## config.mk

```make
export PLATFORM = sky130hd
export DESIGN_NAME = pipe_ctrl
export DESIGN_NICKNAME = d
export VERILOG_FILES = /design/src/rtl/pipe_ctrl.sv
export SDC_FILE = /design/constraint.sdc
export NUM_CORES = 1
export LEC_CHECK = 0
export ABC_AREA = 1
export CORE_AREA = 2 2 143 145
export CTS_BUF_LIST = sky130_fd_sc_hd__clkbuf_8
export DETAILED_ROUTE_END_ITERATION = 8
export DIE_AREA = 0 0 145 147
export PLACE_DENSITY = 0.72
export SLEW_MARGIN = 0
export SYNTH_ARGS = -nofsm -noshare
export SYNTH_HDL_FRONTEND = slang
export SYNTH_SLANG_ARGS = --single-unit
```

## constraint.sdc

```tcl
create_clock -name clk -period 2 [get_ports clk]
set_clock_uncertainty 0.1 [all_clocks]
set_input_delay 0.4 -clock clk [delete_from_list [all_inputs] [get_ports clk]]
set_output_delay 0.4 -clock clk [all_outputs]
set_load 0.05 [all_outputs]
```

## src/rtl/pipe_ctrl.sv

```systemverilog
`default_nettype none
// ============================================================================
// Module      : pipe_ctrl
// Description : Pipeline control unit for the Y86-64 5-stage pipeline.
//               - Holds the F-stage predicted-PC register and selects f_pc
//                 (jXX mispredict repair > ret return address > prediction).
//               - Produces stall/bubble controls for the F/D/E/M/W registers
//                 from load/use, ret-in-flight, mispredict and exception terms.
//               - Run-state FSM (RUN/DRAIN/HALT/FAULT) that freezes the core
//                 once a halt or fault status reaches W.
//               - Optional cycle / retired-instruction counters.
// Ports       : clk, rst (sync, active-high)
//               D/E/M/W_icode, d_srcA, d_srcB, E_dstM, e_Cnd, M_Cnd,
//               M_valA, W_valM, f_predPC, m_stat, W_stat      -> inputs
//               f_pc, F_stall, D_stall, D_bubble, E_bubble, M_bubble,
//               W_stall, set_cc, cpu_stat, halted, cycle_cnt,
//               instr_cnt                                      -> outputs
// Config      : `define PIPE_CTRL_PERF_CNT_EN builds the counters; when
//               undefined cycle_cnt and instr_cnt are tied to zero.
// Revision    : 1.0 - initial release
// ============================================================================
module pipe_ctrl #(
    parameter logic [63:0] RESET_PC = 64'h0,
    parameter int          CNT_W    = 32
) (
    input  logic              clk,
    input  logic              rst,
    input  logic [3:0]        D_icode,
    input  logic [3:0]        E_icode,
    input  logic [3:0]        M_icode,
    input  logic [3:0]        W_icode,
    input  logic [3:0]        d_srcA,
    input  logic [3:0]        d_srcB,
    input  logic [3:0]        E_dstM,
    input  logic              e_Cnd,
    input  logic              M_Cnd,
    input  logic [63:0]       M_valA,
    input  logic [63:0]       W_valM,
    input  logic [63:0]       f_predPC,
    input  logic [3:0]        m_stat,
    input  logic [3:0]        W_stat,
    output logic [63:0]       f_pc,
    output logic              F_stall,
    output logic              D_stall,
    output logic              D_bubble,
    output logic              E_bubble,
    output logic              M_bubble,
    output logic              W_stall,
    output logic              set_cc,
    output logic [3:0]        cpu_stat,
    output logic              halted,
    output logic [CNT_W-1:0]  cycle_cnt,
    output logic [CNT_W-1:0]  instr_cnt
);

    localparam logic [3:0] c_stat_aok = 4'b0001;
    localparam logic [3:0] c_stat_hlt = 4'b0010;
    localparam logic [3:0] c_i_mrmovq = 4'd5;
    localparam logic [3:0] c_i_opq    = 4'd6;
    localparam logic [3:0] c_i_jxx    = 4'd7;
    localparam logic [3:0] c_i_ret    = 4'd9;
    localparam logic [3:0] c_i_popq   = 4'd11;
    localparam logic [3:0] c_rnone    = 4'd15;

    typedef enum logic [1:0] {
        ST_RUN   = 2'd0,
        ST_DRAIN = 2'd1,
        ST_HALT  = 2'd2,
        ST_FAULT = 2'd3
    } state_t;

    state_t      state_q, state_d;
    logic [63:0] pred_pc_q, pred_pc_d;
    logic [3:0]  cpu_stat_q, cpu_stat_d;
    logic        halted_q, halted_d;

    logic w_lu, w_rt, w_mp, w_ex_m, w_ex_w, w_running;

    // Hazard terms
    always_comb begin
        w_lu = ((E_icode == c_i_mrmovq) || (E_icode == c_i_popq)) &&
               (E_dstM != c_rnone) &&
               ((E_dstM == d_srcA) || (E_dstM == d_srcB));
        w_rt = (D_icode == c_i_ret) || (E_icode == c_i_ret) || (M_icode == c_i_ret);
        w_mp = (E_icode == c_i_jxx) && !e_Cnd;
        w_ex_m = (m_stat != c_stat_aok);
        w_ex_w = (W_stat != c_stat_aok);
        w_running = (state_q == ST_RUN) || (state_q == ST_DRAIN);
    end

    // Stage controls; a frozen core holds every register and keeps CCs intact
    always_comb begin
        F_stall  = w_lu | w_rt;
        D_stall  = w_lu;
        D_bubble = w_mp | (w_rt & ~w_lu);
        E_bubble = w_mp | w_lu;
        M_bubble = w_ex_m | w_ex_w;
        W_stall  = w_ex_w;
        set_cc   = (E_icode == c_i_opq) & ~w_ex_m & ~w_ex_w;
        if (halted_q) begin
            F_stall  = 1'b1;
            D_stall  = 1'b1;
            D_bubble = 1'b1;
            E_bubble = 1'b1;
            M_bubble = 1'b1;
            W_stall  = 1'b1;
            set_cc   = 1'b0;
        end
    end

    // PC select: a not-taken jXX in M repairs the prediction before a ret in W
    always_comb begin
        if ((M_icode == c_i_jxx) && !M_Cnd) begin
            f_pc = M_valA;
        end else if (W_icode == c_i_ret) begin
            f_pc = W_valM;
        end else begin
            f_pc = pred_pc_q;
        end
    end

    // Next-state logic for the run FSM and the registers it gates
    always_comb begin
        state_d    = state_q;
        cpu_stat_d = cpu_stat_q;
        halted_d   = halted_q;
        pred_pc_d  = pred_pc_q;

        // Only fetch in RUN advances the prediction; DRAIN fetches nothing new
        if ((state_q == ST_RUN) && !(w_lu | w_rt)) begin
            pred_pc_d = f_predPC;
        end

        if (w_running) begin
            if (w_ex_w) begin
                state_d    = (W_stat == c_stat_hlt) ? ST_HALT : ST_FAULT;
                cpu_stat_d = W_stat;
                halted_d   = 1'b1;
            end else if (w_ex_m && (state_q == ST_RUN)) begin
                state_d = ST_DRAIN;
            end
        end
    end

    always_ff @(posedge clk) begin
        if (rst) begin
            state_q    <= ST_RUN;
            pred_pc_q  <= RESET_PC;
            cpu_stat_q <= c_stat_aok;
            halted_q   <= 1'b0;
        end else begin
            state_q    <= state_d;
            pred_pc_q  <= pred_pc_d;
            cpu_stat_q <= cpu_stat_d;
            halted_q   <= halted_d;
        end
    end

    assign cpu_stat = cpu_stat_q;
    assign halted   = halted_q;

`ifdef PIPE_CTRL_PERF_CNT_EN
    localparam logic [3:0] c_i_nop = 4'd1;

    logic [CNT_W-1:0] cycle_cnt_q, cycle_cnt_d;
    logic [CNT_W-1:0] instr_cnt_q, instr_cnt_d;

    // Both counters wrap naturally at 2^CNT_W
    always_comb begin
        cycle_cnt_d = cycle_cnt_q;
        instr_cnt_d = instr_cnt_q;
        if (w_running) begin
            cycle_cnt_d = cycle_cnt_q + CNT_W'(1);
        end
        if ((W_icode != c_i_nop) && (W_stat == c_stat_aok)) begin
            instr_cnt_d = instr_cnt_q + CNT_W'(1);
        end
    end

    always_ff @(posedge clk) begin
        if (rst) begin
            cycle_cnt_q <= '0;
            instr_cnt_q <= '0;
        end else begin
            cycle_cnt_q <= cycle_cnt_d;
            instr_cnt_q <= instr_cnt_d;
        end
    end

    assign cycle_cnt = cycle_cnt_q;
    assign instr_cnt = instr_cnt_q;
`else
    assign cycle_cnt = '0;
    assign instr_cnt = '0;
`endif

endmodule
`default_nettype wire

```

==> impl_metrics.tcl, run 1 <==
set metrics [dict create \
    fmaxAchievable_ghz 0.460 \
    cp.depth 8 \
    path_buf_inv 5 \
    area_delta_synth_final_pct 137 \
    slowest_delay_ps 200 \
    ir_worst_vdd_mv 0.316 \
    yosysTopAreaCell "dfxtp_1" \
    reg2reg_to "pred_pc_q[45]$_SDFFE_PP0P_" \
    wl_per_cell_um 17.8 \
    gp_congestion 0.850 \
    endpoint "f_pc[16]" \
    final_cell_area_um2 12700 \
    yosysTopAreaCellShare_pct 26.6 \
    grt-ovfl-total 0 \
    fp.dieH_um 147 \
    drv_slew 0 \
    synth_area_leaders "dfxtp_1, nand2_1, nor2_1" \
    crit_fanout 8 \
    r2r_start "state_q[1]$_SDFFE_PP0P_" \
    cts.sink_count 71 \
    status "complete, but fails checks" \
    grt_usage_pct 25.1 \
    final_common_cell "clkdlybuf4s50_1" \
    cts_root_buffer "clkbuf_8" \
    mostFrequentLayoutCells "clkdlybuf4s50_1, nand2_1, buf_12" \
    powerDensity_nw_per_um2 531 \
    crit_family "buffers and inverters" \
    start_util_pct 26.9 \
    crit_type "input pin to primary output" \
    core_um2 19800 \
    synthesis.area_um2 5340 \
    p_leak_nw 5.31 \
    final.period_utilization_pct 109 \
    clock_latency_ps 360 \
    place_area_um2 10400 \
    die_w_um 145 \
    antenna_found_initial 1 \
    synth_cell_types 23 \
    routed_wl_mm 27.2 \
    setup_tns_ps -7350 \
    clkTransAtPathRegs_ps 80 \
    cts_tree "done" \
    vias 7040 \
    drt_iter0_markers 376 \
    port_buffers 307 \
    slowest_stage "nor3_4" \
    fin_util_pct 63.9 \
    start_kind "input pin" \
    ys_ff_latch 71 \
    hold_buffers 0 \
    drt-vias-per-instance 4.62 \
    route.detailed.drc 0 \
    rsz0062_at_grt "true" \
    ff2ff_path_depth 7 \
    cp-startpoint "M_Cnd" \
    worst_setup_path_end_kind "primary output" \
    die_area_um2 21300 \
    ios 372 \
    grt_max_degree 43 \
    hold_viol 0 \
    htreeDepth 3 \
    nNetsFinal 1482 \
    critical_path_arrival_ps 1670 \
    drive_gt1_share_pct 37.8 \
    period_needed_ps 2170 \
    crit_required_ps 1500 \
    dp_hpwl_mm 16.1 \
    rrSetupSlack_ps 410 \
    avgSynthCellArea_um2 6.06 \
    worst_slack_ps -173 \
    hp-class "input pin to flip-flop" \
    synth_seq_area_share_pct 26.6 \
    clockBufferDepth 2 \
    cts_buffers 9 \
    grt_pass1_vias 7243 \
    grt_pass1_wl_mm 41.4 \
    crit_chain "buf_8, nor3_4, nand3_4, buf_12, buf_16, buf_16, a31oi_4, buf_12" \
    drtAntennaViolNets 0 \
    drv_cap 0 \
    num_rows 52 \
    violations "negative setup slack" \
    ys_warn_count 0 \
    synthCells 881 \
    setup_viol 64 \
    dr.pass1.iters 5 \
]
[worst min-delay path, stage by stage]
cell and delay [ps]:
buf_6 70, buf_4 90, nor2_1 50, nor2_1 80
[where the power goes]
| group | leakage, nW | switching, mW | total (mW) | internal, mW |
|---|---|---|---|---|
| logic | 4.63 | 1.99 | 3.83 | 1.84 |
| clock network | 0.0944 | 0.601 | 1.20 | 0.603 |
| registers | 0.589 | 0.114 | 1.69 | 1.58 |
[metal layers]
layer | vias to the layer above | GRT usage (%) | routed length, um
met5 | - | 0 | 0
met4 | 0 | 9.16 | 803
met3 | 50 | 4.66 | 1560
met2 | 298 | 45.1 | 14000
met1 | 3256 | 29.8 | 10800
li1 | 3436 | - | -
[through the flow]
step / hold WS, ps / power (mW) / std cells / setup slack [ps]
global route: 279 / 6.99 / 1525 / -206
global placement: 346 / 5.19 / 1446 / -577
finish: 258 / 6.72 / 1525 / -173
CTS: 157 / 6.68 / 1530 / -276
floorplan: 334 / 3.74 / 944 / -662
detailed placement: 364 / 5.23 / 1446 / -607
[sequential cells by signal, summed over array words and instances, names as in the netlist]
signal and count:
halted 1, cpu_stat 4, pred_pc_q 64, state_q 2
[Yosys cell counts, drive strengths merged]
cell type and instances:
nand2 231, nor2 144, buf 96, inv 89
dfxtp 71, nand3 71, a21oi 70, a31oi 65
clkbuf 30, nand4 4, o21ai 3, or2 3
conb 1, nor3 1, nor4 1, o32ai 1
[what timing repair did]
| item | 4_1_cts | 5_1_grt |
|---|---|---|
| pin swaps | 47 | 52 |
| resized for setup | 326 | 73 |
| gates cloned | 30 | 0 |
| buffers inserted | 41 | 3 |
| endpoints found under the setup margin | 71 | 71 |
[worst min-delay path by stage]
stage,from,to,slack (ps),cells past startpoint
3_3_place_gp,cpu_stat[0]$_SDFFE_PP1P_,cpu_stat[0]$_SDFFE_PP1P_,350,2
5_1_grt,W_stat[3],cpu_stat[3]$_SDFFE_PP0P_,280,4
6_report,W_stat[3],cpu_stat[3]$_SDFFE_PP0P_,260,4
3_5_place_dp,state_q[0]$_SDFFE_PP0P_,state_q[0]$_SDFFE_PP0P_,360,2
2_1_floorplan,state_q[0]$_SDFFE_PP0P_,state_q[0]$_SDFFE_PP0P_,330,2
4_1_cts,W_stat[3],cpu_stat[3]$_SDFFE_PP0P_,160,3
[cell type report]
type	instances	area, um2
Inverter	89	349
Clock buffer	10	138
Timing Repair Buffer	421	5520
Sequential cell	71	1420
Clock inverter	5	58.8
Tap cell	270	338
Antenna cell	1	2.50
Fill cell	1560	7170
Multi-Input combinational cell	658	4840
[cell families after synthesis]
family / share of synthesized area (%)
compound gates: 14.6
buf+inv: 21.8
flops: 26.6
other cells: 0.0702
simple gates: 36.9
(Power assumes the default switching activity.)
==> run 2, diff against run 1 <==
--- a/constraint.sdc
+++ b/constraint.sdc
@@ -4,2 +4,2 @@
 set_output_delay 0.4 -clock clk [all_outputs]
-set_load 0.05 [all_outputs]
+set_load 0.02 [all_outputs]
==> run 2 against run 1 <==
- the flow still finishes with violations (negative setup slack)
- routed wire length fell by 5.9%
- largest power group unchanged
- highest routed layer is now met5
- first-iteration DRC count fell by 13%
- critical path depth rose by 2
- via count rose by 0.14%
- fmax fell by 1.6%
- setup slack got worse by 35 ps
- non-clock buffer count rose by 4
- sequential power barely moved
==> impl_metrics.tcl, run 2 (synthesis gave the netlist of run 1 again) <==
set metrics [dict create \
    dp_hpwl_mm 15.5 \
    hold_viol 0 \
    routed_wl_mm 25.6 \
    crit_required_ps 1500 \
    antenna_found_initial 5 \
    grt_pass1_wl_mm 35.4 \
    die_w_um 145 \
    hp-class "input pin to flip-flop" \
    cts_buffers 9 \
    drive_gt1_share_pct 33.1 \
    crit_top_cell "buf_12" \
    clkTransAtPathRegs_ps 90 \
    drv_slew 0 \
    fin_util_pct 55.6 \
    fillers 1804 \
    slowest_stage "nor3_4" \
    cts_root_buffer "clkbuf_8" \
    hold_buffers 0 \
    critical_path_arrival_ps 1710 \
    start_kind "input pin" \
    gp_congestion 0.893 \
    drt_iter0_markers 328 \
    final_common_cell "clkdlybuf4s50_1" \
    worst_slack_ps -209 \
    nNetsFinal 1486 \
    period_needed_ps 2210 \
    final_cell_area_um2 11000 \
    clockBufferDepth 2 \
    final.period_utilization_pct 110 \
    worst_setup_path_end_kind "primary output" \
    largest-register "pred_pc_q" \
    drt-vias-per-instance 4.60 \
    total_power_mw 5.46 \
    dr.pass1.iters 5 \
    start_util_pct 26.9 \
    drtAntennaViolNets 0 \
    fmaxAchievable_ghz 0.453 \
    maxSlewHeadroom_pct 61.0 \
    vias 7050 \
    grt_max_degree 57 \
    powerDensity_nw_per_um2 495 \
    status "complete, but fails checks" \
    wl_per_cell_um 16.7 \
    area_delta_synth_final_pct 107 \
    grt_pass1_vias 6707 \
    crit_fanout 6 \
    fp.dieH_um 147 \
    cts_tree "done" \
    die_area_um2 21300 \
    largest_reg_flops 64 \
    core_um2 19800 \
    worst_slew_pin_slew_ps 584 \
    mostFrequentLayoutCells "clkdlybuf4s50_1, nand2_1, nor2_1" \
    crit_type "input pin to primary output" \
    rsz0062_at_grt "true" \
    violations "negative setup slack" \
    ir_worst_vdd_mv 0.356 \
    drv_cap 0 \
    place_area_um2 8900 \
    ios 372 \
    grt_usage_pct 21.1 \
    grt-ovfl-total 0 \
    num_rows 52 \
    route.detailed.drc 0 \
    p_leak_nw 4.87 \
    cts.sink_count 71 \
    port_buffers 307 \
    clock_latency_ps 350 \
    slowest_delay_ps 210 \
    crit_chain "buf_8, nor3_4, nand3_4, buf_12, buf_12, buf_16, buf_12, nor2_4, a31oi_4, buf_6" \
    htreeDepth 3 \
    setup_viol 65 \
]
[run 2: per-stage QoR]
step / setup TNS, ps / cells / setup WS [ps] / hold slack, ps
detailed placement: -92700 / 1451 / -983 / 362
global placement: -91760 / 1451 / -970 / 340
global route: -10010 / 1533 / -281 / 140
CTS: -6170 / 1518 / -216 / 156
floorplan: -1390 / 944 / -36.6 / 334
finish: -7060 / 1533 / -209 / 155
[run 2: worst paths after layout]
kind	startpoint	endpoint	slack, ps	cells after the start
worst max-delay path	M_Cnd	f_pc[56]	-210	10
worst min-delay path	W_stat[3]	cpu_stat[3]$_SDFFE_PP0P_	150	3
worst min register to register	cpu_stat[2]$_SDFFE_PP0P_	cpu_stat[2]$_SDFFE_PP0P_	370	2
worst max register to register	state_q[1]$_SDFFE_PP0P_	pred_pc_q[44]$_SDFFE_PP0P_	400	5
[run 2: power breakdown]
part / internal, mW / switching (mW)
combinational: 1.32 / 1.23
clock: 0.618 / 0.623
sequential: 1.58 / 0.0922
[run 2: layout make-up]
cell class              count  area, um2  area share (%)
multi-input cells         658       4090            37.0
flip-flops and latches     71       1420            12.9
repair buffers            425       4630            41.9
diodes                      4       10.0          0.0907
inverters                  89        344            3.12
well taps                 270        338            3.06
clock buffers              10        138            1.25
clock inverters             6       67.6           0.612
[run 2: critical path: cells and delay by family]
kind	cells	cell delay, ps
simple gates	3	450
buf+inv	6	810
compound gates	1	40
[run 2: what timing repair did]
action | CTS | global route
setup endpoints to repair | 105 | 126
buffers inserted | 43 | 14
pin swaps | 61 | 52
gates cloned | 9 | 8
gates resized for setup | 645 | 198
[run 2: routing by layer]
metal / routed length [um] / track usage (%) / share of wire [%] / up-vias
met5: 11 / 0 / 0.043 / -
met4: 1100 / 11.3 / 4.3 / 2
met3: 1610 / 4.66 / 6.3 / 64
met2: 13100 / 36.8 / 51 / 315
met1: 9780 / 24.1 / 38 / 3246
li1: - / - / - / 3423
